<file path="config.mk">
export PLATFORM = sky130hd
export DESIGN_NAME = dma_axil_csr_flat
export DESIGN_NICKNAME = d
export VERILOG_FILES = /design/src/rtl/dma_axil_csr_if.sv /design/src/rtl/dma_axil_csr.sv /design/src/flat_wrapper.sv
export SDC_FILE = /design/constraint.sdc
export NUM_CORES = 1
export LEC_CHECK = 0
export ABC_AREA = 1
export ABC_CLOCK_PERIOD_IN_PS = 1300
export CORE_ASPECT_RATIO = 1.4
export CORE_MARGIN = 5
export CORE_UTILIZATION = 43
export CTS_CLUSTER_DIAMETER = 30
export CTS_CLUSTER_SIZE = 30
export DETAILED_ROUTE_END_ITERATION = 6
export GPL_TIMING_DRIVEN = 0
export PLACE_DENSITY = 0.76
export SLEW_MARGIN = 20
export SYNTH_ARGS = -nofsm -noshare
export SYNTH_HDL_FRONTEND = slang
export SYNTH_SLANG_ARGS = --single-unit
</file>
<file path="constraint.sdc">
create_clock -name clk -period 1.3 [get_ports clk]
set_input_delay 0.195 -clock clk [delete_from_list [all_inputs] [get_ports clk]]
set_output_delay 0.195 -clock clk [all_outputs]
set_load 0.01 [all_outputs]
</file>
<file path="src/rtl/dma_axil_csr_if.sv">
// AXI4-Lite bus bundle between the host CPU and the DMA CSR block.
// Signal names follow the AXI channel naming used elsewhere in the SoC.
interface dma_axil_csr_if #(
   parameter int ADDR_W = 8
);
   logic [ADDR_W-1:0] AWADDR;
   logic [2:0]        AWPROT;
   logic              AWVALID;
   logic              AWREADY;
   logic [31:0]       WDATA;
   logic [3:0]        WSTRB;
   logic              WVALID;
   logic              WREADY;
   logic [1:0]        BRESP;
   logic              BVALID;
   logic              BREADY;
   logic [ADDR_W-1:0] ARADDR;
   logic [2:0]        ARPROT;
   logic              ARVALID;
   logic              ARREADY;
   logic [31:0]       RDATA;
   logic [1:0]        RRESP;
   logic              RVALID;
   logic              RREADY;

   modport master (
      output AWADDR, AWPROT, AWVALID, WDATA, WSTRB, WVALID, BREADY,
      output ARADDR, ARPROT, ARVALID, RREADY,
      input  AWREADY, WREADY, BRESP, BVALID, ARREADY, RDATA, RRESP, RVALID
   );

   modport slave (
      input  AWADDR, AWPROT, AWVALID, WDATA, WSTRB, WVALID, BREADY,
      input  ARADDR, ARPROT, ARVALID, RREADY,
      output AWREADY, WREADY, BRESP, BVALID, ARREADY, RDATA, RRESP, RVALID
   );
endinterface

</file>
<file path="src/rtl/dma_axil_csr.sv">
// AXI4-Lite control/status registers for the DMA engine.
// Holds the job registers, fires the start pulse and reports completion.
module dma_axil_csr #(
   parameter int ADDR_W = 8,
   parameter int LEN_W  = 6
) (
   input  logic               clk,
   input  logic               rst,
   dma_axil_csr_if.slave      bus,
   output logic               trigger,
   output logic [31:0]        src_addr,
   output logic [31:0]        dest_addr,
   output logic [LEN_W-1:0]   length,
   input  logic               done,
   output logic               irq
);
   localparam int IW = ADDR_W - 2;

   logic          aw_full;
   logic          w_full;
   logic [IW-1:0] aw_idx;
   logic [31:0]   w_data;
   logic [3:0]    w_strb;
   logic          irq_en;
   logic          busy;
   logic          done_st;
   logic          done_q;

   logic          aw_hs, w_hs, ar_hs, b_hs, r_hs;
   logic          commit, done_rise;
   logic          aw_full_n, w_full_n, bvalid_n, rvalid_n;
   logic [IW-1:0] ar_idx;
   logic [31:0]   rd_mux;
   logic          rd_err, wr_err, start_ok, w1c;

   function automatic logic [31:0] merge(
      input logic [31:0] old,
      input logic [31:0] d,
      input logic [3:0]  s
   );
      logic [31:0] m;
      m = old;
      for (int i = 0; i < 4; i++)
         if (s[i]) m[i*8 +: 8] = d[i*8 +: 8];
      return m;
   endfunction

   assign aw_hs     = bus.AWVALID & bus.AWREADY;
   assign w_hs      = bus.WVALID & bus.WREADY;
   assign ar_hs     = bus.ARVALID & bus.ARREADY;
   assign b_hs      = bus.BVALID & bus.BREADY;
   assign r_hs      = bus.RVALID & bus.RREADY;
   assign commit    = aw_full & w_full & ~bus.BVALID;
   assign done_rise = done & ~done_q;
   assign ar_idx    = bus.ARADDR[ADDR_W-1:2];

   always_comb begin
      aw_full_n = commit ? 1'b0 : (aw_hs ? 1'b1 : aw_full);
      w_full_n  = commit ? 1'b0 : (w_hs ? 1'b1 : w_full);
      bvalid_n  = commit ? 1'b1 : (b_hs ? 1'b0 : bus.BVALID);
      rvalid_n  = ar_hs ? 1'b1 : (r_hs ? 1'b0 : bus.RVALID);
      wr_err    = aw_idx > IW'(4);
      start_ok  = commit & (aw_idx == IW'(0)) & w_strb[0]
                & w_data[0] & ~busy;
      w1c       = commit & (aw_idx == IW'(1)) & w_strb[0] & w_data[1];
   end

   always_comb begin
      rd_mux = '0;
      rd_err = 1'b0;
      case (ar_idx)
         IW'(0):  rd_mux = {30'b0, irq_en, 1'b0};
         IW'(1):  rd_mux = {30'b0, done_st, busy};
         IW'(2):  rd_mux = src_addr;
         IW'(3):  rd_mux = dest_addr;
         IW'(4):  rd_mux = 32'(length);
         default: rd_err = 1'b1;
      endcase
   end

   always_ff @(posedge clk) begin
      if (!rst) begin
         aw_full     <= 1'b0;
         w_full      <= 1'b0;
         aw_idx      <= '0;
         w_data      <= '0;
         w_strb      <= '0;
         irq_en      <= 1'b0;
         busy        <= 1'b0;
         done_st     <= 1'b0;
         done_q      <= 1'b0;
         trigger     <= 1'b0;
         src_addr    <= '0;
         dest_addr   <= '0;
         length      <= '0;
         irq         <= 1'b0;
         bus.AWREADY <= 1'b0;
         bus.WREADY  <= 1'b0;
         bus.ARREADY <= 1'b0;
         bus.BVALID  <= 1'b0;
         bus.BRESP   <= 2'b00;
         bus.RVALID  <= 1'b0;
         bus.RDATA   <= '0;
         bus.RRESP   <= 2'b00;
      end else begin
         done_q      <= done;
         trigger     <= start_ok;
         aw_full     <= aw_full_n;
         w_full      <= w_full_n;
         bus.BVALID  <= bvalid_n;
         bus.RVALID  <= rvalid_n;
         bus.AWREADY <= ~aw_full_n & ~bvalid_n;
         bus.WREADY  <= ~w_full_n & ~bvalid_n;
         bus.ARREADY <= ~rvalid_n;
         if (aw_hs) aw_idx <= bus.AWADDR[ADDR_W-1:2];
         if (w_hs) begin
            w_data <= bus.WDATA;
            w_strb <= bus.WSTRB;
         end
         if (ar_hs) begin
            bus.RDATA <= rd_mux;
            bus.RRESP <= rd_err ? 2'b10 : 2'b00;
         end
         if (commit) begin
            bus.BRESP <= wr_err ? 2'b10 : 2'b00;
            case (aw_idx)
               IW'(0): if (w_strb[0]) irq_en <= w_data[1];
               IW'(2): if (!busy) src_addr <= merge(src_addr, w_data, w_strb);
               IW'(3): if (!busy) dest_addr <= merge(dest_addr, w_data, w_strb);
               IW'(4):
                  if (!busy)
                     for (int i = 0; i < LEN_W; i++)
                        if (w_strb[i/8]) length[i] <= w_data[i];
               default: ;
            endcase
         end
         // a completion edge outranks a same-cycle clear of DONE
         if (start_ok) begin
            busy    <= 1'b1;
            done_st <= 1'b0;
         end
         if (w1c) done_st <= 1'b0;
         if (done_rise) begin
            busy    <= 1'b0;
            done_st <= 1'b1;
         end
         irq <= done_st & irq_en;
      end
   end
endmodule

</file>
<file path="src/flat_wrapper.sv">
// flat-port wrapper written by rule: the top's interface ports become plain ports
module dma_axil_csr_flat 
#(
   parameter int ADDR_W = 8,
   parameter int LEN_W  = 6
)
  (clk, rst, trigger, src_addr, dest_addr, length, done, irq, bus_AWADDR, bus_AWPROT, bus_AWVALID, bus_WDATA, bus_WSTRB, bus_WVALID, bus_BREADY, bus_ARADDR, bus_ARPROT, bus_ARVALID, bus_RREADY, bus_AWREADY, bus_WREADY, bus_BRESP, bus_BVALID, bus_ARREADY, bus_RDATA, bus_RRESP, bus_RVALID);
  dma_axil_csr_if #(.ADDR_W(ADDR_W)) bus_i ();
  input  logic clk;
  input  logic rst;
  output logic trigger;
  output logic [31:0] src_addr;
  output logic [31:0] dest_addr;
  output logic [LEN_W-1:0] length;
  input  logic done;
  output logic irq;
  input wire logic [$bits(bus_i.AWADDR)-1:0] bus_AWADDR;
  input wire logic [$bits(bus_i.AWPROT)-1:0] bus_AWPROT;
  input wire logic [$bits(bus_i.AWVALID)-1:0] bus_AWVALID;
  input wire logic [$bits(bus_i.WDATA)-1:0] bus_WDATA;
  input wire logic [$bits(bus_i.WSTRB)-1:0] bus_WSTRB;
  input wire logic [$bits(bus_i.WVALID)-1:0] bus_WVALID;
  input wire logic [$bits(bus_i.BREADY)-1:0] bus_BREADY;
  input wire logic [$bits(bus_i.ARADDR)-1:0] bus_ARADDR;
  input wire logic [$bits(bus_i.ARPROT)-1:0] bus_ARPROT;
  input wire logic [$bits(bus_i.ARVALID)-1:0] bus_ARVALID;
  input wire logic [$bits(bus_i.RREADY)-1:0] bus_RREADY;
  output wire logic [$bits(bus_i.AWREADY)-1:0] bus_AWREADY;
  output wire logic [$bits(bus_i.WREADY)-1:0] bus_WREADY;
  output wire logic [$bits(bus_i.BRESP)-1:0] bus_BRESP;
  output wire logic [$bits(bus_i.BVALID)-1:0] bus_BVALID;
  output wire logic [$bits(bus_i.ARREADY)-1:0] bus_ARREADY;
  output wire logic [$bits(bus_i.RDATA)-1:0] bus_RDATA;
  output wire logic [$bits(bus_i.RRESP)-1:0] bus_RRESP;
  output wire logic [$bits(bus_i.RVALID)-1:0] bus_RVALID;
  assign bus_i.AWADDR = bus_AWADDR;
  assign bus_i.AWPROT = bus_AWPROT;
  assign bus_i.AWVALID = bus_AWVALID;
  assign bus_i.WDATA = bus_WDATA;
  assign bus_i.WSTRB = bus_WSTRB;
  assign bus_i.WVALID = bus_WVALID;
  assign bus_i.BREADY = bus_BREADY;
  assign bus_i.ARADDR = bus_ARADDR;
  assign bus_i.ARPROT = bus_ARPROT;
  assign bus_i.ARVALID = bus_ARVALID;
  assign bus_i.RREADY = bus_RREADY;
  assign bus_AWREADY = bus_i.AWREADY;
  assign bus_WREADY = bus_i.WREADY;
  assign bus_BRESP = bus_i.BRESP;
  assign bus_BVALID = bus_i.BVALID;
  assign bus_ARREADY = bus_i.ARREADY;
  assign bus_RDATA = bus_i.RDATA;
  assign bus_RRESP = bus_i.RRESP;
  assign bus_RVALID = bus_i.RVALID;
  dma_axil_csr #(.ADDR_W(ADDR_W), .LEN_W(LEN_W)) u_core (.clk(clk), .rst(rst), .bus(bus_i), .trigger(trigger), .src_addr(src_addr), .dest_addr(dest_addr), .length(length), .done(done), .irq(irq));
endmodule
</file>
==> metrics.txt <==
status=finished with violations; failing checks=setup timing; clock skew=about 9.1 ps; Worst Setup End Kind=flip-flop; DRC errors left=0; Max Freq=~0.68 GHz; design area=10,000 µm²; initial core utilization=0.434; Synth area leaders=dfxtp_1 49%, a21oi_1 11%, nand2_1 7.5%, o21ai_0 6.3%, nand3_1 5.1%; flops & latches, synth=~160; placed cells=between 1,000 and 1,500; hold depth=5; initial antenna violation count=0; fin worst setup slack=-173 ps; Cell Chain, Critical Path=clkdlybuf4s50_1 -> buf_1 -> o21ai_0 -> a21oi_1; htree depth=4; library cells used by synthesis=31; worst-case clock buffer depth=2; critical path required time=~1700 ps; die height=155 µm; delay-heaviest family, CP=buffers and inverters; IO buf count=around 170; worst min path class=input port to flip-flop; First DRT Iteration DRCs=544; # diodes=0; Non-Filler Instances=around 1,300; total CTS buffers=17; mean number of vias per cell=roughly 5.5; Final ANT Viol Nets=0; Power Total=approximately 0.012 W; largest net degree at the start of global routing=17; synthesis-to-finish area growth=55.7%; gpl congestion=0.910; Max IR drop VDD=between 0.9 and 1 mV; crit path kind=input port to flip-flop; complex-gate fraction of the synthesized area=0.204; Core Area=14,900 µm²; Slew Limit Fails=0; final setup fails=67; relative slew slack=0.449; clk sinks=159; first-pass GRT wire length=34,000 µm; P per Cell Area=approximately 1200 nW/µm²; total of max-cap violations=0; clock latency on the worst-skew pair=roughly 430 ps; TritonRoute pass-1 iters=7; Simple-Gate Fraction of Synth Area=0.208; Worst-path clk slew=around 60 ps; Yosys top cell by area=dfxtp_1; vias in the first global route=6,485; critical path data arrival time=roughly 1800 ps; YS warnings=0; CP Max Fanout=10; part of the cycle the worst path needs=1.13; most frequent cells in the layout=133 x dfxtp_1, 117 x nand2_1, 106 x a21oi_1, 77 x dlygate4sd2_1, 75 x inv_1; Cell Area, Synth=about 6400 µm²; CTS tree=yes; Site Rows=between 50 and 60; RSZ-0062 raised after global routing=true; R2R depth=9; hold_ws=between 200 and 300 ps; placed instance area=between 8000 and 9000 µm²; register area share after synthesis=0.494; WP depth=4; # IOs=approximately 180; crit path launch type=input port; Yosys top cell area share=0.494; Fin. Hold Viols=0; share of cells above drive strength 1=0.251; die area=between 15,000 and 20,000 µm²; chip width=between 100 and 150 µm; # nets final=about 1,100; Mean Syn Cell Area=around 7.8 µm²; CP max stage cell=buf_1; slew at the pin closest to its max-slew limit=between 800 and 900 ps; WL final=between 20,000 and 25,000 µm; DP Wirelength=between 15,000 and 20,000 µm; Adder-Cell Fraction of Synth Area=0; leakage=between 4 and 5 nW; Via Count=just under 7,000; commonest non-fill, non-tap cell in the layout=dfxtp_1; Buf/Inv on CP=2; Setup TNS=-3960 ps; gr usage total=0.246; minimum clock period=between 1000 and 1500 ps; post-synthesis xor/xnor area fraction=0; slowest cell delay on critical path=650 ps; remaining global-route overflow=0; mux share of post-synthesis cell area=0; Avg WL per Cell=between 15 and 20 µm; CTS Root Cell=clkbuf_16; Mapped Cells=about 830; largest family of logic cells by synthesized area=simple AND/OR/NAND/NOR gates
==> cell families after synthesis <==
family,count (synthesis)
and+or+nand+nor,283
other,1
AOI/OAI and AO/OA,253
DFF,159
buffers and inverters,135
==> area by class of cell <==
type	count	area, µm²
Fill cell	1126	4820
Sequential cell	159	3230
Multi-Input combinational cell	539	3190
Timing Repair Buffer	204	1980
Clock buffer	23	478
Buffer	52	393
Inverter	83	342
Tap cell	192	240
Clock inverter	9	180
==> path summary, 6_finish.rpt <==
kind,to,slack (ps),from
setup / recovery,u_core.dest_addr[8],-170,rst
setup reg to reg,u_core.src_addr[25],-120,u_core.aw_idx[4]
hold reg to reg,u_core.bus.RDATA[15],460,u_core.bus.RDATA[15]
hold / removal,u_core.bus.RDATA[1],270,bus_ARADDR[4]
==> cells in the mapped netlist, drive strengths merged <==
cell type	n
a21oi	145
o21ai	107
nor3b	1
nand3	68
nor3	4
clkinv	2
nand2	135
clkbuf	26
nand4	10
a21boi	1
conb	1
dfxtp	159
inv	81
buf	26
nor2	65
==> where the power goes <==
| group | internal [W] | switching, W |
|---|---|---|
| Combinational | 0.000438 | 0.000633 |
| Sequential | 0.00500 | 0.000120 |
| Clock | 0.00357 | 0.00199 |
==> flip-flops by register name, summed over array words and instances, names as in the netlist, 4 cells and up <==
register / cells
u_core.bus.RDATA: 32
u_core.w_strb: 4
u_core.length: 6
u_core.dest_addr: 32
u_core.w_data: 32
u_core.aw_idx: 6
u_core.src_addr: 32
==> tightest hold or removal path: stages <==
cell and delay [ps]:
dlymetal6s2s_1 150, inv_1 70, nor2_2 70, nand4_1 80
a21oi_1 70
==> per-stage QoR <==
step,utilization,setup WS [ps]
after floorplan,-,17.7
after global placement,0.562,-624
after detailed placement,0.562,-631
after CTS,0.641,-99.6
after global routing,0.675,-204
final,0.675,-173
==> what timing repair did <==
item / 4_1_cts / 5_1_grt
pin swaps: 18 / 33
gates resized for setup: 225 / 191
buffers inserted: 26 / 7
endpoints found under the setup margin: 239 / 180
gates cloned: 4 / 3
hold buffers: 0 / 0
==> layer usage <==
layer  track usage  share of wire  wire [µm]
met4         0.125          0.060       1410
met3        0.0548          0.075       1740
met1         0.284           0.37       8660
met2         0.424           0.49      11500
met5             0              0          0
No activity file was read; power rests on OpenSTA's default activity.
